**config.mk**
```make
export PLATFORM = sky130hd
export DESIGN_NAME = mem_access
export DESIGN_NICKNAME = d
export VERILOG_FILES = /design/src/rtl/mem_access.sv
export SDC_FILE = /design/constraint.sdc
export NUM_CORES = 1
export LEC_CHECK = 0
export CORE_MARGIN = 2
export CORE_UTILIZATION = 30
export DETAILED_ROUTE_END_ITERATION = 6
export DONT_BUFFER_PORTS = 1
export SLEW_MARGIN = 10
export SYNTH_ARGS = -nofsm -noshare
export SYNTH_HDL_FRONTEND = slang
export SYNTH_SLANG_ARGS = --single-unit
```
**constraint.sdc**
```tcl
create_clock -name clk -period 2.69 [get_ports clk]
set_clock_uncertainty 0.2 [all_clocks]
set_input_delay 0 -clock clk [delete_from_list [all_inputs] [get_ports clk]]
set_output_delay 0 -clock clk [all_outputs]
set_load 0.1 [all_outputs]
```
**src/rtl/mem_access.sv**
```systemverilog
// CPU-to-memory load/store unit: aligns store data and byte enables, extracts and extends load data.
// Misaligned or illegal requests and ack timeouts produce an error response.
module mem_access #(
  parameter logic [7:0] TIMEOUT = 8'd255
) (
  input  logic        clk,
  input  logic        reset,
  input  logic        req_valid,
  output logic        req_ready,
  input  logic        req_we,
  input  logic [2:0]  req_type,
  input  logic [31:0] req_addr,
  input  logic [31:0] req_wdata,
  output logic        mem_en,
  output logic [3:0]  mem_be,
  output logic [31:0] mem_addr,
  output logic [31:0] mem_wdata,
  input  logic [31:0] mem_rdata,
  input  logic        mem_ack,
  output logic        rsp_valid,
  output logic [31:0] rsp_rdata,
  output logic [1:0]  rsp_err
);

  typedef enum logic [1:0] {IDLE, ACCESS, RESP} state_t;

  state_t      state;
  logic [7:0]  cnt;
  logic        we_q;
  logic [2:0]  type_q;
  logic [1:0]  off_q;

  logic [3:0]  be_c;
  logic [31:0] wdata_c;
  logic        bad_c;
  logic [31:0] lane;
  logic [31:0] load_c;

  // Request decode: lane mask, replicated store data, misalignment/illegal type
  always_comb begin
    be_c    = 4'b0000;
    wdata_c = req_wdata;
    bad_c   = 1'b0;
    case (req_type)
      3'd0: begin
        be_c  = 4'b1111;
        bad_c = (req_addr[1:0] != 2'b00);
      end
      3'd1, 3'd2: begin
        be_c    = 4'(4'b0011 << req_addr[1:0]);
        wdata_c = {2{req_wdata[15:0]}};
        bad_c   = req_addr[0];
      end
      3'd3, 3'd4: begin
        be_c    = 4'(4'b0001 << req_addr[1:0]);
        wdata_c = {4{req_wdata[7:0]}};
      end
      default: bad_c = 1'b1;
    endcase
  end

  // Load extraction: shift the addressed lane down, then extend per type
  always_comb begin
    lane = mem_rdata >> {off_q, 3'b000};
    case (type_q)
      3'd1:    load_c = {16'h0000, lane[15:0]};
      3'd2:    load_c = {{16{lane[15]}}, lane[15:0]};
      3'd3:    load_c = {24'h000000, lane[7:0]};
      3'd4:    load_c = {{24{lane[7]}}, lane[7:0]};
      default: load_c = lane;
    endcase
  end

  always_ff @(posedge clk) begin
    if (reset) begin
      state     <= IDLE;
      cnt       <= 8'd0;
      we_q      <= 1'b0;
      type_q    <= 3'd0;
      off_q     <= 2'd0;
      req_ready <= 1'b1;
      mem_en    <= 1'b0;
      mem_be    <= 4'b0000;
      mem_addr  <= 32'h0;
      mem_wdata <= 32'h0;
      rsp_valid <= 1'b0;
      rsp_rdata <= 32'h0;
      rsp_err   <= 2'b00;
    end else begin
      case (state)
        IDLE: begin
          if (req_valid && req_ready) begin
            we_q      <= req_we;
            type_q    <= req_type;
            off_q     <= req_addr[1:0];
            req_ready <= 1'b0;
            if (bad_c) begin
              state     <= RESP;
              rsp_valid <= 1'b1;
              rsp_err   <= 2'b01;
              rsp_rdata <= 32'h0;
            end else begin
              state     <= ACCESS;
              cnt       <= 8'd0;
              mem_en    <= 1'b1;
              mem_be    <= be_c;
              mem_addr  <= {req_addr[31:2], 2'b00};
              mem_wdata <= wdata_c;
            end
          end
        end
        ACCESS: begin
          // Ack wins over a timeout landing in the same cycle
          if (mem_ack) begin
            state     <= RESP;
            mem_en    <= 1'b0;
            rsp_valid <= 1'b1;
            rsp_err   <= 2'b00;
            rsp_rdata <= we_q ? 32'h0 : load_c;
          end else if (8'(cnt + 8'd1) == TIMEOUT) begin
            state     <= RESP;
            mem_en    <= 1'b0;
            rsp_valid <= 1'b1;
            rsp_err   <= 2'b10;
            rsp_rdata <= 32'h0;
          end else begin
            cnt <= 8'(cnt + 8'd1);
          end
        end
        RESP: begin
          state     <= IDLE;
          rsp_valid <= 1'b0;
          req_ready <= 1'b1;
        end
        default: state <= IDLE;
      endcase
    end
  end

endmodule

```
Word level (Yosys, flattened, before mapping)
Index checks and enable logic that the tools add are counted.

Register bits: 119. Input bits: 104. Output and inout port bits: 105. Word-level logic and storage cells: 88.

Add/subtract/negate cells: 1. Eq/ne operators: 17. Shifts and indexed selects: 3. Mux-type cells: 36. Bitwise gates (word level): 1. Reduce and logical (&&, ||, !) cells: 17.

Operators by type and width (count): 32-bit two-way mux (5); 32-bit one-hot mux with 2 select lines (2); 32-bit one-hot mux with 4 select lines (1); 8-bit two-way mux (4); 32-bit by 5-bit >> shifter with 32-bit output (1); 8-bit one-hot mux with 2 select lines (1); 2-bit two-way mux (7); 3-bit by 2-bit == test with 1-bit output (second input constant) (4); 4-bit one-hot mux with 3 select lines (1); 4-bit AND reduction (3); 2-bit inequality test (second input constant) (5); 1-bit two-way mux (9); 8-bit by 1-bit adder with 8-bit output (second input constant) (1); 8-bit == test (second input constant) (1); 2-bit one-hot mux with 2 select lines (2); 3-bit by 1-bit == test with 1-bit output (second input constant) (2); 3-bit == test (second input constant) (2); 1-bit one-hot mux with 3 select lines (2); 2-bit AND reduction (3); 2-bit nonzero test (3); 5-bit AND reduction (1); 1-bit one-hot mux with 2 select lines (2); 2-bit OR reduction (2); 1-bit by 2-bit left shift with 4-bit output (first input constant) (1); 10 further kinds (10).

Longest topological paths before layout
Gate-level depths: netlist of run 1.

Depth in word-level cells: 6. Depth in mapped cells: 9. Gate-level depth less buffers: 7.

Worst setup path before layout of run 1
Ideal clock, no wire load.

Path type: reg-to-reg. From: register req_ready. To: register mem_wdata[13]. Library setup time: 0.086 ns. Arrival: 2.312 ns. Data required time: 2.404 ns. Path slack: 0.092 ns. Cell stages (with the launch flop): 8. Path buffers: 2. Period minus slack after synthesis: 2.598 ns. Cell sequence: dfxtp_1 > nand2_1 > nor3_2 > and2_1 > buf_4 > buf_6 > nor2_1 > a211oi_1.

Word-level cells in the longest chain between the ends: 2.

Ends and longest elaborated chain: start, declared (line 9) `output logic req_ready,`; start signal, assigned (line 81) `req_ready <= 1'b1;`; start signal, assigned (line 96) `req_ready <= 1'b0;`; start signal, assigned (line 133) `req_ready <= 1'b1;`; 1-bit logical AND (line 92) `if (req_valid && req_ready) begin`; 3-bit AND reduction (no line); end signal, assigned (line 108) `mem_wdata <= wdata_c;`; end, declared (line 17) `output logic [31:0] mem_wdata,`.

Every way passes these cells. A chain may end at the register's enable or synchronous reset.

Final worst setup path of run 1
From: input req_type[0]. To: register mem_addr[12].

Word-level cells in the longest chain between the ends: 5. Elaborated cells between the ends (all ways): 10. Those cells by class: 4 x eq/ne; 1 x mux; 1 x bitwise; 4 x reduce/logical.

Ends and longest elaborated chain: start, declared (line 11) `input logic [2:0] req_type,`; 3-bit by 2-bit == test with 1-bit output, or another cell as far along (line 44) `case (req_type)`; 2-bit OR reduction (line 44); 1-bit one-hot mux with 3 select lines * (line 44); 1-bit NOT (no line) *; 3-bit AND reduction (no line) *; end signal, assigned (line 107) `mem_addr <= {req_addr[31:2], 2'b00};`; end, declared (line 16) `output logic [31:0] mem_addr,`.

Mark *: on every way between the ends. The rest lies on a longest branch, timed or not.

==> results.tsv, run 1 <==
metric	value	unit
largest area contributor in the netlist	dfxtp_1	
drt wl/cell	17.4	um
worst reg2reg endpoint	rsp_rdata[22]	
Final ANT Viol Nets	0	
Synth Area in XOR/XNOR	0.303	%
DR pass1 iterations	6	
die area	20400	sq um
Async SR Flop Fraction	0	%
synthesized area per cell	8.26	sq um
PortBufs	0	
Req. time, crit path	2.79	ns
vias in the first global route	6027	
endpoints failing setup	0	
initial antenna violation count	2	
CP max FO	40	
Post-synth EDFFs	0	
final wirelength	20.3	mm
GRT Resource Usage Total	19.6	%
Placed Area	6700	sq um
Synth Area in Compound Gates	27.9	%
Worst setup EP type	flop	
WS Path Type	input pin to flop	
core box area	18800	sq um
Crit path arrival time	2.65	ns
post-layout util	46.2	%
Residual DRC	0	
pwr dens	648	nW/um^2
final worst path period share	95.0	%
final non-filler cell total	1166	
largest net degree at the start of global routing	81	
initial DRC count	542	
H-Tree Depth	4	
CTS sink count	119	
share of cells above drive strength 1	18.9	%
RePlAce Congestion	0.880	
Cells after Synth	699	
mux share of post-synthesis cell area	6.13	%
Max Cap Viol	0	
R2R Setup Slk	0.19	ns
Min-Delay Path Depth	5	
CTS tree	yes	
Achievable Freq	391	MHz
via count	6136	
ys flop type	dfxtp_1	
Final TNS setup	0	ns
GRT overflow	0	
Final Cell Area	8670	sq um
hold crit path type	input pin to flop	
Cell Count Post-Placement	995	
crit path launch type	input pin	
adder-cell share of the synthesized area	0.433	%
Syn. warnings	0	
RSZ-0062 raised after global routing	no	
largest family of logic cells by synthesized area	compound AO/OA/AOI/OAI gates	
status	complete, no violations	
worst-case reg-to-reg path depth	6	
Slew @ Worst Pin	1.01	ns
HPWL Detailed	12.7	mm
Synth cell types	64	
final count of pins violating max slew	0	
number of synthesized register bits	119	
synth cell count leaders	nand2_1, dfxtp_1, a21oi_1	
first-pass GRT wire length	31.6	mm
min-delay src	mem_rdata[23]	
Fin. Hold Viols	0	
most common cell in the netlist	nand2_1	
Area Overhead vs Synth	50.2	%
std cell rows	50	
Die W	143	um
Synth top area share	41.3	%
Synth Cell Area	5770	sq um
Layout Nets	1023	
Initial Util	30.8	%
post-synthesis simple-gate area fraction	18.0	%
I/O pin count	209	
Synth area leaders	dfxtp_1, nand2_1, a21oi_1, mux2i_1, o21ai_0	
min cycle time layout	2.56	ns
Reg2Reg Launch Point	off_q[0]	
DR vias/cell	5.26	
Worst Hold Path EP	rsp_rdata[15]	
slew margin rel.	32.3	%
die height	143	um
Seq/Total Area, Yosys	41.3	%
Max rail drop VDD	0.433	mV
clk root buf	clkbuf_16	
clock buffer depth	2	
Worst-path clk slew	0.06	ns
worst skew pair latency	0.41	ns
TritonCTS Buffers	17	
leak pwr	0.00362	uW
report_power, final:
| part | leakage, uW | total [uW] | internal [uW] | switching (uW) |
|---|---|---|---|---|
| Sequential | 0.000968 | 1900 | 1860 | 44.5 |
| Combinational | 0.00238 | 1520 | 444 | 1080 |
| Clock | 0.000276 | 2200 | 1290 | 914 |
| Total | 0.00362 | 5620 | 3590 | 2030 |
cells in the final DEF (no fill, tap or decap), drive strengths merged, types with 25 or more instances in the layout:
master / count
dlygate4sd3: 136
dfxtp: 119
mux2i: 32
nor2b: 25
a211oi: 26
buf: 124
nand2: 128
o21ai: 48
nor2: 35
a21oi: 74
area by class of cell:
cell class | count | area, sq um
Antenna cell | 2 | 5.00
Clock buffer | 17 | 425
Clock inverter | 15 | 139
Fill cell | 1763 | 10100
Inverter | 9 | 33.8
Multi-Input combinational cell | 510 | 3070
Sequential cell | 119 | 2380
Tap cell | 234 | 293
Timing Repair Buffer | 260 | 2330
critical path, stage by stage:
cell	delay [ns]
dlygate4sd3_1	0.66
nand2_1	0.19
a311oi_4	0.47
nand2_1	0.21
buf_4	0.32
nand2_1	0.13
a21oi_1	0.07
dlygate4sd3_1	0.58
flip-flops by register name, indices dropped and copies added (netlist names):
register	flops
mem_wdata	32
rsp_rdata	32
mem_addr	30
cnt	8
mem_be	4
type_q	3
off_q	2
rsp_err	2
state	2
mem_en	1
req_ready	1
rsp_valid	1
we_q	1
routing by layer:
layer  global-route usage, %  wire length [um]
met1                    23.6              8570
met2                    32.4              9600
met3                    7.28              1760
met4                    6.51               386
met5                       0                 0
cell families after synthesis:
| kind of cell | after synthesis |
|---|---|
| buffers and inverters | 71 |
| AO/OA/AOI/OAI | 241 |
| other | 1 |
| adder cells (fa/ha/maj) | 2 |
| AND/OR/NAND/NOR | 229 |
| XOR/XNOR | 2 |
| flip-flops | 119 |
| multiplexers | 34 |
stage by stage:
step,worst slack (ns),hold WS [ns],total power [uW]
after global routing,0.0246,0.0499,5830
after CTS,0.0525,0.00436,5660
after floorplan,0.0921,-0.0640,3000
final,0.135,0.0265,5620
after global placement,0.323,-0.112,3210
after detailed placement,0.305,-0.105,3220
worst max path at each step:
stage / start / endpoint / slack (ns) / cells past startpoint
after floorplan: req_ready / mem_wdata[13] / 0.09 / 7
after global placement: cnt[0] / rsp_rdata[19] / 0.32 / 8
after detailed placement: cnt[0] / rsp_rdata[20] / 0.31 / 8
after CTS: req_type[0] / mem_wdata[3] / 0.05 / 8
after global routing: req_addr[1] / mem_addr[3] / 0.02 / 8
final: req_type[0] / mem_addr[12] / 0.13 / 8
repair_timing:
item | 4_1_cts | 5_1_grt
hold buffers | 137 | 0
endpoints found under the hold margin | 119 | 0
gates resized for setup | 0 | 2
buffers inserted | 0 | 0
setup endpoints to repair | 0 | 14
(Power assumes the default switching activity.)
==> inputs of run 2 (changes only) <==
Settings changed: CORE_UTILIZATION 30 to 61, PLACE_DENSITY set to 0.83.
==> results.tsv, run 2 <==
metric	value	unit	change
Synth Cell Area	5770	sq um	unchanged
clk root buf	clkbuf_8		
Cell Count Post-Placement	870		-13%
Synth area leaders	dfxtp_1, nand2_1, a21oi_1, mux2i_1, o21ai_0		
status	stopped before the end		
ys flop type	dfxtp_1		
Placed Area	6540	sq um	-2.3%
synthesized area per cell	8.26	sq um	unchanged
I/O pin count	209		unchanged
clock buffer depth	2		unchanged
largest area contributor in the netlist	dfxtp_1		
Initial Util	62.8	%	+32 points
Error	[ERROR GRT-0232] Routing congestion too high. Check the congestion heatmap in the GUI.		
number of synthesized register bits	119		unchanged
Post-synth EDFFs	0		unchanged
Synth cell types	64		unchanged
GRT overflow	468		
std cell rows	35		-30%
PortBufs	0		unchanged
GRT Resource Usage Total	93.3	%	
Synth top area share	41.3	%	unchanged
H-Tree Depth	4		unchanged
CTS sink count	119		unchanged
Syn. warnings	0		unchanged
post-CTS setup buffers	0		unchanged
Cells after Synth	699		unchanged
TritonCTS Buffers	17		unchanged
largest net degree at the start of global routing	82		
failing step	5_1_grt		
RePlAce Congestion	0.927		+5.3%
HPWL Detailed	11.6	mm	-8.2%
Async SR Flop Fraction	0	%	unchanged
synth cell count leaders	nand2_1, dfxtp_1, a21oi_1		
Worst Endpoint after GRT Repair	type_q[0]$_SDFFE_PP0P_/D		
Worst EP Category	register input		
die height	101	um	-29%
Seq/Total Area, Yosys	41.3	%	unchanged
most common cell in the netlist	nand2_1		
Die W	101	um	-29%
## run 2: cell counts after synthesis
No cell type changed its count.
## run 2: layer usage
layer,global-route usage [%],GRT overflow
met3,74.5,7
met2,113,302
met4,110,153
met5,41.8,2
met1,85.6,4
## run 2: through the flow
stage	setup WS [ns]	hold slack, ns
3_3_place_gp	0.455	-0.112
3_5_place_dp	0.331	-0.118
4_1_cts	0.144	0.000514
2_1_floorplan	0.0921	-0.0640
## run 2: repair_timing
item	4_1_cts
hold endpoints to repair	119
hold buffers	178
gates resized for setup	0
## run 2: cells by family after synthesis
| kind of cell | after synthesis | share of synthesized area, % |
|---|---|---|
| AO/OA/AOI/OAI | 241 | 27.8 |
| flip-flops | 119 | 41.3 |
| XOR/XNOR | 2 | 0.303 |
| buffers and inverters | 71 | 5.98 |
| multiplexers | 34 | 6.13 |
| other | 1 | 0.0650 |
| AND/OR/NAND/NOR | 229 | 18.0 |
| adder cells (fa/ha/maj) | 2 | 0.433 |
==> inputs of run 3 (changes only) <==
Settings changed: CORE_UTILIZATION 61 to 40, PLACE_DENSITY 0.83 to not set, PLACE_DENSITY_LB_ADDON set to 0.15.
==> results.tsv, run 3 (synthesized netlist as in run 1, its figures left out) <==
metric	value	unit	change
Worst Hold Path EP	rsp_rdata[7]		
TritonCTS Buffers	17		unchanged
die height	124	um	+23%
Max Cap Viol	0		
final count of pins violating max slew	0		
Critical Path Source	off_q[0]		
pwr dens	680	nW/um^2	
PortBufs	0		unchanged
Min Hold Slack	0.00640	ns	
Reg2Reg Launch Point	off_q[0]		
initial antenna violation count	0		
largest net degree at the start of global routing	81		
status	complete, no violations		
Crit path arrival time	2.63	ns	
Initial Util	41.3	%	-22 points
Worst setup EP type	flop		
std cell rows	43		+23%
DR vias/cell	5.67		
Req. time, crit path	2.81	ns	
CTS tree	yes		
Max rail drop VDD	0.429	mV	
worst reg2reg endpoint	rsp_rdata[17]		
Achievable Freq	397	MHz	
core box area	14000	sq um	
WS Path Type	flop to flop		
commonest non-fill, non-tap cell in the layout	nand2_1		
HPWL Detailed	12.2	mm	+5.1%
vias in the first global route	5941		
via count	6169		
slew margin rel.	54.7	%	
first-pass GRT wire length	30.1	mm	
largest registers	mem_wdata: 32 flops, rsp_rdata: 32 flops, mem_addr: 30 flops		
clk root buf	clkbuf_16		
R2R Setup Slk	0.17	ns	
Sw Ratio	33.9	%	
min cycle time layout	2.52	ns	
share of cells above drive strength 1	18.9	%	
GRT overflow	0		
GRT Resource Usage Total	25.0	%	
final wirelength	19.2	mm	
min-delay src	mem_rdata[15]		
leak pwr	0.00348	uW	
H-Tree Depth	4		unchanged
# fillers	1223		
RSZ-0062 raised after global routing	no		
Fin. Hold Viols	0		
crit path launch type	flop		
sw power	1940	uW	
clock buffer depth	2		unchanged
die area	15400	sq um	
Slew @ Worst Pin	0.677	ns	
clock network power share	40.7	%	
final worst path period share	93.6	%	
CP max FO	31		
CTS sink count	119		unchanged
hold crit path type	input pin to flop		
Flop pwr share	33.2	%	
Die W	124	um	+23%
Residual DRC	0		
Worst-path clk slew	0.06	ns	
DR pass1 iterations	5		
RePlAce Congestion	0.949		+2.4%
worst skew pair latency	0.41	ns	
Final ANT Viol Nets	0		
Layout Nets	1000		
Final Cell Area	8410	sq um	
Final TNS setup	0	ns	
Area Overhead vs Synth	45.8	%	
commonest cells after routing, fill and taps aside	nand2_1, dfxtp_1, dlygate4sd3_1, buf_4, a21oi_1		
Min-Delay Path Depth	4		
post-layout util	60.2	%	
Pint	3780	uW	
initial DRC count	498		
worst-case reg-to-reg path depth	6		
I/O pin count	209		unchanged
Comb pwr share	26.2	%	
Placed Area	6600	sq um	+0.90%
endpoints failing setup	0		
drt wl/cell	17.6	um	
## run 3: per-stage QoR
step | std cells | worst slack, ns | power [uW]
after floorplan | 700 | 0.0921 | 3000
after CTS | 1087 | 0.221 | 5740
after detailed placement | 937 | 0.343 | 3210
after global routing | 1087 | 0.0391 | 5920
final | 1088 | 0.171 | 5720
after global placement | 937 | 0.475 | 3200
## run 3: final cells by class
cell class / instances / area, sq um / area share, %
clock inverters: 12 / 150 / 1.78
inverters: 9 / 33.8 / 0.401
diodes: 1 / 2.50 / 0.0297
well taps: 180 / 225 / 2.68
flip-flops and latches: 119 / 2380 / 28.3
repair buffers: 237 / 2110 / 25.1
multi-input cells: 510 / 3060 / 36.3
clock buffers: 20 / 457 / 5.43
## run 3: metal layers
layer | GRT usage (%) | wire length [um] | up-vias
met1 | 30.3 | 7800 | 2903
met3 | 7.60 | 1620 | 70
met2 | 39.4 | 8930 | 286
li1 | - | - | 2910
met4 | 14.0 | 836 | 0
met5 | 0 | 0 | -
## run 3: power groups by stage
stage / Clock, uW / Sequential (uW) / Combinational (uW)
CTS: 2360 / 1900 / 1480
global route: 2440 / 1910 / 1570
floorplan: 0 / 2550 / 450
detailed placement: 0 / 1940 / 1280
finish: 2330 / 1900 / 1500
global placement: 0 / 1930 / 1270
## run 3: worst max-delay path by stage
stage / to / slack (ns) / depth (start not counted)
3_3_place_gp: cnt[1] / 0.48 / 7
2_1_floorplan: mem_wdata[13] / 0.09 / 7
6_report: rsp_rdata[17] / 0.17 / 6
4_1_cts: rsp_rdata[2] / 0.22 / 6
3_5_place_dp: rsp_rdata[25] / 0.34 / 6
5_1_grt: rsp_rdata[0] / 0.04 / 6
## run 3: timing repair
action                                 in CTS  in global routing
gates resized for setup                     0                  1
endpoints found under the hold margin     119                  0
setup endpoints to repair                   0                  1
hold buffers                              118                  0
buffers inserted                            0                  0
## run 3: critical path, cell delays in order (launching register included)
cell and delay, ns:
dfxtp_1 0.43, buf_6 0.31, mux2i_1 0.30, dlygate4sd3_1 0.66
o21ai_0 0.13, a22o_1 0.25, a21o_1 0.14
==> inputs of run 4 (changes only) <==
Settings changed: BUFFER_PORTS_ARGS set to -buffer_cell sky130_fd_sc_hd__buf_2, DONT_BUFFER_PORTS 1 to not set.
==> results.tsv, run 4 (synthesized netlist as in run 1, its figures left out) <==
metric	value	unit	change
# fillers	1261		+3.1%
DR vias/cell	5.45		-3.8%
pwr dens	670	nW/um^2	-1.5%
post-CTS setup buffers	0		unchanged
final worst path period share	89.9	%	-3.8 points
core box area	14000	sq um	unchanged
RePlAce Congestion	0.887		-6.6%
Max Cap Viol	0		unchanged
Sw Ratio	35.5	%	+1.6 points
CTS sink count	119		unchanged
HPWL Detailed	12.4	mm	+1.4%
DR pass1 iterations	7		+2
largest registers	mem_wdata: 32 flops, rsp_rdata: 32 flops, mem_addr: 30 flops		
Die W	124	um	unchanged
slew margin rel.	36.7	%	-18 points
Comb pwr share	25.8	%	-0.4 points
RSZ-0062 raised after global routing	no		
WS Path Type	flop to flop		
# diodes	0		-1
Critical Path Source	off_q[0]		
Final ANT Viol Nets	0		unchanged
area occupied by registers	2380	sq um	unchanged
pre-CTS setup slack	0.163	ns	-0.180 ns
final count of pins violating max slew	0		unchanged
Achievable Freq	414	MHz	+4.2%
Req. time, crit path	2.79	ns	-0.02 ns
std cell rows	43		unchanged
min cycle time layout	2.42	ns	-0.101 ns
CP max FO	31		unchanged
status	finished with violations		
share of cells above drive strength 1	28.1	%	+9.2 points
Worst-path clk slew	0.06	ns	about the same
I/O pin count	209		unchanged
Initial Util	41.3	%	unchanged
via count	6360		+3.1%
failing checks	design-rule violations		
largest net degree at the start of global routing	94		+16%
vias in the first global route	5957		+0.27%
Slew @ Worst Pin	0.950	ns	+0.273 ns
Fin. Hold Viols	0		unchanged
Area Overhead vs Synth	45.5	%	
commonest non-fill, non-tap cell in the layout	buf_2		
die area	15400	sq um	unchanged
area of the multi-input gates	3070	sq um	+0.45%
worst setup margin	0.273	ns	+0.101 ns
H-Tree Depth	4		unchanged
commonest cells after routing, fill and taps aside	buf_2, nand2_1, dfxtp_1, dlygate4sd3_1, a21oi_1		
GRT overflow	0		unchanged
worst skew pair latency	0.42	ns	about the same
Flop pwr share	34.0	%	+0.8 points
PortBufs	206		+206
TritonCTS Buffers	17		unchanged
sw power	2000	uW	+3.0%
Final TNS setup	0	ns	unchanged
hold crit path type	input pin to flop		
initial DRC count	476		-4.4%
first-pass GRT wire length	29.2	mm	-2.8%
endpoints failing setup	0		unchanged
post-layout util	60.1	%	-0.098 points
clk root buf	clkbuf_16		
clock network power share	40.1	%	-0.6 points
Crit path arrival time	2.52	ns	-0.11 ns
drt wl/cell	16.1	um	-8.5%
leak pwr	0.00378	uW	+8.7%
Worst setup EP type	flop		
crit path launch type	flop		
Pint	3630	uW	-4.0%
initial antenna violation count	0		unchanged
die height	124	um	unchanged
clock buffer depth	2		unchanged
Max rail drop VDD	0.626	mV	+46%
final wirelength	18.8	mm	-1.9%
min-delay src	mem_rdata[8]		
Layout Nets	1079		+7.9%
CTS tree	yes		
Residual DRC	7		+7
GRT Resource Usage Total	24.1	%	-0.89 points
Reg2Reg Launch Point	off_q[0]		
[run 4: what timing repair did]
item / 4_1_cts / 5_1_grt
endpoints found under the hold margin: 106 / 0
hold buffers: 92 / 0
resized for setup: 0 / 2
setup endpoints to repair: 0 / 11
[run 4: per-layer routing]
| layer | part of all wire (%) | global-route usage [%] | vias up |
|---|---|---|---|
| met4 | 3.7 | 11.1 | 0 |
| met2 | 47 | 37.4 | 289 |
| li1 | - | - | 3064 |
| met1 | 43 | 31.2 | 2942 |
| met3 | 6.9 | 6.36 | 65 |
| met5 | 0 | 0 | - |
[run 4: through the flow]
| stage | cell area, sq um | instances | hold slack (ns) | total power [uW] |
|---|---|---|---|---|
| after floorplan | 5780 | 700 | -0.0640 | 3000 |
| after global placement | 6880 | 1042 | 0.0396 | 3270 |
| after detailed placement | 6880 | 1042 | 0.0462 | 3280 |
| after CTS | 8390 | 1166 | 0.00456 | 5650 |
| after global routing | 8400 | 1166 | 0.0548 | 5840 |
| final | 8400 | 1166 | 0.0257 | 5630 |
[run 4: worst paths after layout]
| kind | end | slack [ns] | cells past startpoint |
|---|---|---|---|
| max | rsp_rdata[13] | 0.27 | 7 |
| min reg2reg | mem_wdata[2] | 0.25 | 2 |
| min | rsp_rdata[0] | 0.03 | 5 |
| max reg2reg | rsp_rdata[13] | 0.27 | 7 |
[run 4: area by class of cell]
cell class	count	area share, %
sequential	119	28.4
tap	180	2.68
clock inverter	15	1.97
timing repair buffer	316	25.0
multi-input combinational	510	36.5
inverter	9	0.402
clock buffer	17	5.06
[run 4: power groups by stage]
| stage | Combinational (uW) | Clock, uW | Sequential, uW |
|---|---|---|---|
| finish | 1450 | 2260 | 1920 |
| global route | 1530 | 2370 | 1930 |
| CTS | 1440 | 2300 | 1910 |
| detailed placement | 1330 | 0 | 1950 |
| global placement | 1320 | 0 | 1950 |
| floorplan | 450 | 0 | 2550 |
[run 4: critical path: stages (launching register included)]
cell	delay, ns
dfxtp_1	0.42
buf_4	0.40
mux2i_1	0.26
a2bb2oi_1	0.17
dlygate4sd3_1	0.55
o21ai_0	0.07
a31oi_1	0.17
nand2_1	0.06
